$ cat config.mk
export PLATFORM = sky130hd
export DESIGN_NAME = load_store_unit
export DESIGN_NICKNAME = d
export VERILOG_FILES = /design/src/rtl/load_store_unit.sv
export SDC_FILE = /design/constraint.sdc
export NUM_CORES = 1
export LEC_CHECK = 0
export ABC_AREA = 1
export ABC_CLOCK_PERIOD_IN_PS = 4480
export BUFFER_PORTS_ARGS = -buffer_cell sky130_fd_sc_hd__buf_4
export CORE_MARGIN = 8
export CORE_UTILIZATION = 45
export DETAILED_ROUTE_END_ITERATION = 12
export HOLD_SLACK_MARGIN = 0.02
export PLACE_DENSITY = 0.72
export SLEW_MARGIN = 40
export SYNTH_ARGS = -nofsm -noshare
export SYNTH_HDL_FRONTEND = slang
export SYNTH_SLANG_ARGS = --single-unit
$ cat constraint.sdc
create_clock -name clk -period 4.48 [get_ports clk]
set_input_delay 0.896 -clock clk [delete_from_list [all_inputs] [get_ports clk]]
set_output_delay 0.896 -clock clk [all_outputs]
set_load 0.05 [all_outputs]
$ cat src/rtl/load_store_unit.sv
// Data-memory initiator for the RV32 core: accepts one load/store at a time
// from execute, issues it on a req/gnt + rvalid memory port, and returns
// extended load data (or an error) to writeback over valid/ready.
//
// Ports:
//   clk, rst                      clock, synchronous active-low reset
//   req_valid_i/req_ready_o       execute request handshake
//   req_we_i, req_funct3_i        store flag and RV32 funct3
//   req_addr_i, req_wdata_i       byte address and unshifted store data
//   req_rd_i                      destination tag, passed through
//   mem_req_o/mem_gnt_i           memory request handshake
//   mem_we_o, mem_be_o            write enable and byte enables
//   mem_addr_o, mem_wdata_o       word-aligned address, lane-aligned data
//   mem_rvalid_i, mem_rdata_i     read data return
//   resp_valid_o/resp_ready_i     writeback handshake
//   resp_data_o, resp_rd_o        extended load data and rd tag
//   resp_err_o                    misaligned access or illegal funct3
module load_store_unit #(
    parameter int unsigned AWIDTH = 32,
    parameter int unsigned DWIDTH = 32
) (
    input  logic              clk,
    input  logic              rst,
    input  logic              req_valid_i,
    output logic              req_ready_o,
    input  logic              req_we_i,
    input  logic [2:0]        req_funct3_i,
    input  logic [AWIDTH-1:0] req_addr_i,
    input  logic [DWIDTH-1:0] req_wdata_i,
    input  logic [4:0]        req_rd_i,
    output logic              mem_req_o,
    input  logic              mem_gnt_i,
    output logic              mem_we_o,
    output logic [3:0]        mem_be_o,
    output logic [AWIDTH-1:0] mem_addr_o,
    output logic [DWIDTH-1:0] mem_wdata_o,
    input  logic              mem_rvalid_i,
    input  logic [DWIDTH-1:0] mem_rdata_i,
    output logic              resp_valid_o,
    input  logic              resp_ready_i,
    output logic [DWIDTH-1:0] resp_data_o,
    output logic [4:0]        resp_rd_o,
    output logic              resp_err_o
);

    localparam int unsigned BE_W  = 4;
    localparam int unsigned F3_W  = 3;
    localparam int unsigned OFF_W = 2;

    typedef enum logic [1:0] {IDLE, ISSUE, WAIT, RESP} state_t;

    state_t state_q, state_d;

    // Captured request attributes needed after the accept cycle
    logic             we_q, we_d;
    logic [F3_W-1:0]  funct3_q, funct3_d;
    logic [OFF_W-1:0] off_q, off_d;

    // Next values of the registered outputs
    logic              mem_req_d, mem_we_d, resp_valid_d, resp_err_d;
    logic [BE_W-1:0]   mem_be_d;
    logic [AWIDTH-1:0] mem_addr_d;
    logic [DWIDTH-1:0] mem_wdata_d, resp_data_d;
    logic [4:0]        resp_rd_d;

    // Request decode
    logic              accept_c, legal_c;
    logic [OFF_W-1:0]  off_c;
    logic [BE_W-1:0]   be_c;
    logic [DWIDTH-1:0] wdata_c;
    logic [DWIDTH-1:0] shifted_c, load_c;

    assign req_ready_o = (state_q == IDLE) && rst;
    assign accept_c    = req_valid_i && req_ready_o;

    // Byte enables, lane shift and legality of the incoming request
    always_comb begin
        off_c   = req_addr_i[1:0];
        be_c    = '0;
        legal_c = 1'b0;
        wdata_c = req_wdata_i << {off_c, 3'b000};
        case (req_funct3_i[1:0])
            2'b00:   be_c = BE_W'(4'b0001 << off_c);
            2'b01:   be_c = BE_W'(4'b0011 << off_c);
            2'b10:   be_c = 4'b1111;
            default: be_c = '0;
        endcase
        case (req_funct3_i)
            3'b000:  legal_c = 1'b1;
            3'b001:  legal_c = !off_c[0];
            3'b010:  legal_c = (off_c == 2'b00);
            3'b100:  legal_c = !req_we_i;
            3'b101:  legal_c = !req_we_i && !off_c[0];
            default: legal_c = 1'b0;
        endcase
    end

    // Lane extraction and extension of the returned read word
    always_comb begin
        shifted_c = mem_rdata_i >> {off_q, 3'b000};
        case (funct3_q)
            3'b000:  load_c = {{(DWIDTH-8){shifted_c[7]}}, shifted_c[7:0]};
            3'b001:  load_c = {{(DWIDTH-16){shifted_c[15]}}, shifted_c[15:0]};
            3'b010:  load_c = shifted_c;
            3'b100:  load_c = {{(DWIDTH-8){1'b0}}, shifted_c[7:0]};
            3'b101:  load_c = {{(DWIDTH-16){1'b0}}, shifted_c[15:0]};
            default: load_c = '0;
        endcase
    end

    // State and output registers
    always_ff @(posedge clk) begin
        if (!rst) begin
            state_q      <= IDLE;
            we_q         <= 1'b0;
            funct3_q     <= '0;
            off_q        <= '0;
            mem_req_o    <= 1'b0;
            mem_we_o     <= 1'b0;
            mem_be_o     <= '0;
            mem_addr_o   <= '0;
            mem_wdata_o  <= '0;
            resp_valid_o <= 1'b0;
            resp_data_o  <= '0;
            resp_rd_o    <= '0;
            resp_err_o   <= 1'b0;
        end else begin
            state_q      <= state_d;
            we_q         <= we_d;
            funct3_q     <= funct3_d;
            off_q        <= off_d;
            mem_req_o    <= mem_req_d;
            mem_we_o     <= mem_we_d;
            mem_be_o     <= mem_be_d;
            mem_addr_o   <= mem_addr_d;
            mem_wdata_o  <= mem_wdata_d;
            resp_valid_o <= resp_valid_d;
            resp_data_o  <= resp_data_d;
            resp_rd_o    <= resp_rd_d;
            resp_err_o   <= resp_err_d;
        end
    end

    // Next-state logic; rvalid is only looked at in WAIT
    always_comb begin
        state_d = state_q;
        case (state_q)
            IDLE:    if (accept_c) state_d = legal_c ? ISSUE : RESP;
            ISSUE:   if (mem_gnt_i) state_d = we_q ? RESP : WAIT;
            WAIT:    if (mem_rvalid_i) state_d = RESP;
            RESP:    if (resp_ready_i) state_d = IDLE;
            default: state_d = IDLE;
        endcase
    end

    // Output next values; everything holds unless a transition updates it
    always_comb begin
        we_d         = we_q;
        funct3_d     = funct3_q;
        off_d        = off_q;
        mem_we_d     = mem_we_o;
        mem_be_d     = mem_be_o;
        mem_addr_d   = mem_addr_o;
        mem_wdata_d  = mem_wdata_o;
        resp_data_d  = resp_data_o;
        resp_rd_d    = resp_rd_o;
        resp_err_d   = resp_err_o;
        mem_req_d    = (state_d == ISSUE);
        resp_valid_d = (state_d == RESP);
        case (state_q)
            IDLE: begin
                if (accept_c) begin
                    we_d      = req_we_i;
                    funct3_d  = req_funct3_i;
                    off_d     = off_c;
                    resp_rd_d = req_rd_i;
                    if (legal_c) begin
                        mem_we_d    = req_we_i;
                        mem_be_d    = be_c;
                        mem_addr_d  = {req_addr_i[AWIDTH-1:2], 2'b00};
                        mem_wdata_d = wdata_c;
                    end else begin
                        resp_data_d = '0;
                        resp_err_d  = 1'b1;
                    end
                end
            end
            ISSUE: begin
                if (mem_gnt_i && we_q) begin
                    resp_data_d = '0;
                    resp_err_d  = 1'b0;
                end
            end
            WAIT: begin
                if (mem_rvalid_i) begin
                    resp_data_d = load_c;
                    resp_err_d  = 1'b0;
                end
            end
            default: ;
        endcase
    end

endmodule

# After elaboration in Yosys (flattened, before gate mapping)

Index checks and enable logic that the tools add are counted.

Input bits: 111
Bits in registers: 115
Output and inout port bits: 110
Logic and storage cells: 71

Muxes and demuxes: 20
Equality and inequality tests: 19
Shift operators: 4
Reduce and logical (&&, ||, !) cells: 15

Operator list:

| kind                                                              | number |
|---|---|
| 32-bit one-hot mux with 5 select lines                            | 1 |
| 32-bit two-way mux                                                | 4 |
| 32-bit one-hot mux with 3 select lines                            | 1 |
| 32-bit by 5-bit left shift with 32-bit output                     | 1 |
| 32-bit by 5-bit right shift with 32-bit output                    | 1 |
| 3-bit == test, second input constant                              | 4 |
| 4-bit one-hot mux with 3 select lines                             | 1 |
| 2-bit two-way mux                                                 | 5 |
| 2-bit == test, second input constant                              | 4 |
| 2-bit inequality test, second input constant                      | 4 |
| 2-bit one-hot mux with 4 select lines                             | 1 |
| 2-bit by 1-bit == test with 1-bit output, second input constant   | 3 |
| 3-bit by 1-bit == test with 1-bit output, second input constant   | 2 |
| 3-bit by 2-bit == test with 1-bit output, second input constant   | 2 |
| 2-bit zero test                                                   | 3 |
| 3-bit zero test                                                   | 2 |
| 1-bit two-way mux                                                 | 5 |
| 1-bit one-hot mux with 5 select lines                             | 1 |
| 5-bit AND reduction                                               | 1 |
| 1-bit logical AND                                                 | 4 |
| 1-bit by 2-bit left shift with 4-bit output, first input constant | 1 |
| 2-bit by 2-bit left shift with 4-bit output, first input constant | 1 |
| 1-bit one-hot mux with 3 select lines                             | 1 |
| 3-bit AND reduction                                               | 1 |
| other kinds (3)                                                   | 4 |

# Longest topological paths before layout

Word-level depth: 7
Gate-level depth with buffers: 12
Depth with buffers taken out: 11

# Worst setup path before layout

No wires, ideal clock.

Path kind: in2out
From: in rst
To: out req_ready_o
Required time: 3.584 ns
Path buffers: 0
Arrival: 1.299 ns
Setup slack: 2.285 ns
Stages: 2
Cells stage by stage: nand2_2 > inv_1

Cells in the longest elaborated chain, start to end: 1

Ends and longest elaborated chain:

| element           | line | text |
|---|---|---|
| start, declared   | 23   | `input logic rst,` |
| 1-bit logical AND | 73   | `assign req_ready_o = (state_q == IDLE) && rst;` |
| end, declared     | 25   | `output logic req_ready_o,` |

Every way passes these cells.

# Worst setup path after layout

From: reg state_q[1]
To: out req_ready_o

Cells in the longest elaborated chain, start to end: 2

Ends and longest elaborated chain:

| element                | line | text |
|---|---|---|
| start, declared        | 52   | `state_t state_q, state_d;` |
| start signal, assigned | 128  | `state_q <= state_d;` |
| 2-bit zero test        | 73   |  |
| 1-bit logical AND      | 73   |  |

Every way passes these cells.

==> impl_results.md <==
- Clock-pin slew on the worst setup and hold paths: 50 ps
- Time the worst path needs with I/O delays and setup: 2530 ps
- Crit-path max FO: 5
- Worst setup EP type: primary output
- Final setup viols: 0
- Post-CTS setup buffers: 0
- Sequential fraction of the synthesis area: 39.7%
- Share of cells above drive strength 1: 25.5%
- Drt via density: 4.88
- Residual DRC: 0
- Die W: 130 um
- Met2 wire len: 8710 um
- Worst-skew pair later-pin latency: 410 ps
- Largest net degree at the start of global routing: 83
- P&R area growth vs syn: 36.7%
- Syn_area_per_cell: 6.49 sq um
- Mapped cell area: 5800 sq um
- Period utilisation layout: 56.5%
- Number of diodes: 0
- Row count: 41
- HPWL Detailed: 13300 um
- Wire length on met3: 1930 um
- Hold-fix buffers, CTS: 0
- Clock sinks: 115
- Fmax: 395 MHz
- Highest metal used: met4
- Core Util, Final: 62.9%
- Placed Area: 7430 sq um
- Status: completed
- Crit Path Class: register to primary output
- Via Count: 6140
- Clk_skew: 6.93 ps
- Slew at the pin closest to its max-slew limit: 778 ps
- Final Hold Fails: 0
- Initial antenna violation count: 0
- Post-cts sizing count: 0
- I/O Buffers: 218
- CP Data Required Time: 3580 ps
- Starting Density: 46.0%
- Data arrival time of the worst path: 1630 ps
- First-pass GRT wire length: 28300 um
- Drt pass-1 iters: 5
- Synth Warn #: 0
- ANT nets after route: 0
- Num CTS Buffers: 17
- Overflow after GRT: 0
- Slew margin rel.: 48.1%
- Setup crit start kind: register
- Synth Instances: 894
- # IOs: 221
- Fin Hold WS: 463 ps
- Worst Hold Class: register to register
- Register bit count reported by yosys: 115
- Gr usage total: 21.2%
- Met1 Wirelength: 7230 um
- Power per cell area: 538 nW/um^2
- Max-Cap Viols: 0
- RSZ-0062 raised after global routing: no
- Synth cell types: 30
- Die ar.: 16800 sq um
- Final nets: 1192
- Fin area: 7930 sq um
- Die H: 130 um
- Clock tree from TritonCTS: built
- DR iter-0 viols: 467
- Root Driver: clkbuf_16
- Final Max Slew Viols: 0
- WL/cell: 14.4 um
- VDD IR max: 0.264 mV
- Gp weighted congestion: 0.904
- Lkg Pwr: 3.83 nW
- TNS Setup: 0 ps
- Number of global-route vias before repair: 5834
- Drt total wl: 18200 um
- Longest Clk Path Bufs: 2
- H-Tree Depth: 4
- Core Area: 12600 sq um
## final timing paths
path	depth (start not counted)	slack, ps	end	startpoint
setup / recovery	5	1950	req_ready_o	state_q[1]
hold / removal	2	460	mem_we_o	mem_we_o
setup reg to reg	10	2030	mem_addr_o[12]	state_q[1]
hold reg to reg	2	460	mem_we_o	mem_we_o
## sequential cells by signal (all words and copies together), names as in the netlist
signal,count
funct3_q,3
mem_addr_o,30
mem_be_o,4
mem_req_o,1
mem_wdata_o,32
mem_we_o,1
off_q,2
resp_data_o,32
resp_err_o,1
resp_rd_o,5
resp_valid_o,1
state_q,2
we_q,1
## logic make-up after synthesis
kind of cell	Yosys count	share of synthesized area, %
buffers and inverters	112	8.67
adder cells (fa/ha/maj)	5	1.08
AND/OR/NAND/NOR	512	36.0
other	1	0.0646
flip-flops	115	39.7
AO/OA/AOI/OAI	149	14.5
## power by group
group | total, mW | switching [mW] | internal (mW)
registers | 1.26 | 0.0873 | 1.18
clock network | 1.16 | 0.441 | 0.722
logic | 1.84 | 1.27 | 0.578
total | 4.27 | 1.80 | 2.48
## cells in the mapped netlist
cell,number,area (sq um)
nand2_1,285,1070
nor2_1,133,499
dfxtp_1,115,2300
nand3_1,76,380
o21ai_0,72,360
a21oi_1,47,235
inv_1,45,169
clkbuf_1,32,120
buf_2,15,75.1
o211ai_1,14,105
a21oi_2,11,96.3
buf_4,7,52.6
nand4_1,7,43.8
buf_6,5,56.3
ha_1,5,62.6
buf_1,4,15.0
a211oi_1,3,22.5
inv_2,3,11.3
nand2_2,2,12.5
nand3_2,2,20.0
or2_2,2,12.5
a21oi_4,1,16.3
a31oi_1,1,6.26
and2_1,1,6.26
clkinv_1,1,3.75
conb_1,1,3.75
nor2_2,1,6.26
nor2_4,1,11.3
nor2_8,1,20.0
or2_1,1,6.26
## final cells by class
| cell class | count | area [sq um] |
|---|---|---|
| tap | 172 | 215 |
| clock buffer | 24 | 472 |
| multi-input combinational | 668 | 3020 |
| timing repair buffer | 225 | 1710 |
| clock inverter | 5 | 31.3 |
| sequential | 115 | 2300 |
| inverter | 49 | 184 |
| fill | 1264 | 4690 |
## critical path: stages, from the launching register on
cell,delay (ps)
dfxtp_1,430
inv_1,120
ha_1,280
nand2_2,160
inv_1,60
buf_4,180
## through the flow
step,power [mW],instances,setup slack [ps]
6_report,4.27,1258,1950
2_1_floorplan,2.70,895,2290
3_5_place_dp,3.14,1229,1640
3_3_place_gp,3.12,1228,1630
5_1_grt,4.55,1258,1820
4_1_cts,4.30,1258,1940
## metal layers
metal  up-vias  global-route usage, %
li1       3210                      -
met1      2716                   23.3
met2       193                   35.7
met3        21                   9.29
met4         0                   7.17
met5         -                      0
## cell usage in the layout, fill, tap and decap left out, drive strengths merged, types with 7 or more instances in the layout
cell type / Yosys / routed
inv: 48 / 49
nand4: 7 / 7
nand2: 287 / 287
clkbuf: 32 / 24
nor2: 136 / 136
dfxtp: 115 / 115
nand3: 78 / 78
o211ai: 14 / 14
o21ai: 72 / 72
a21oi: 59 / 59
buf: 31 / 225
Power figures use the tool's default switching activity.
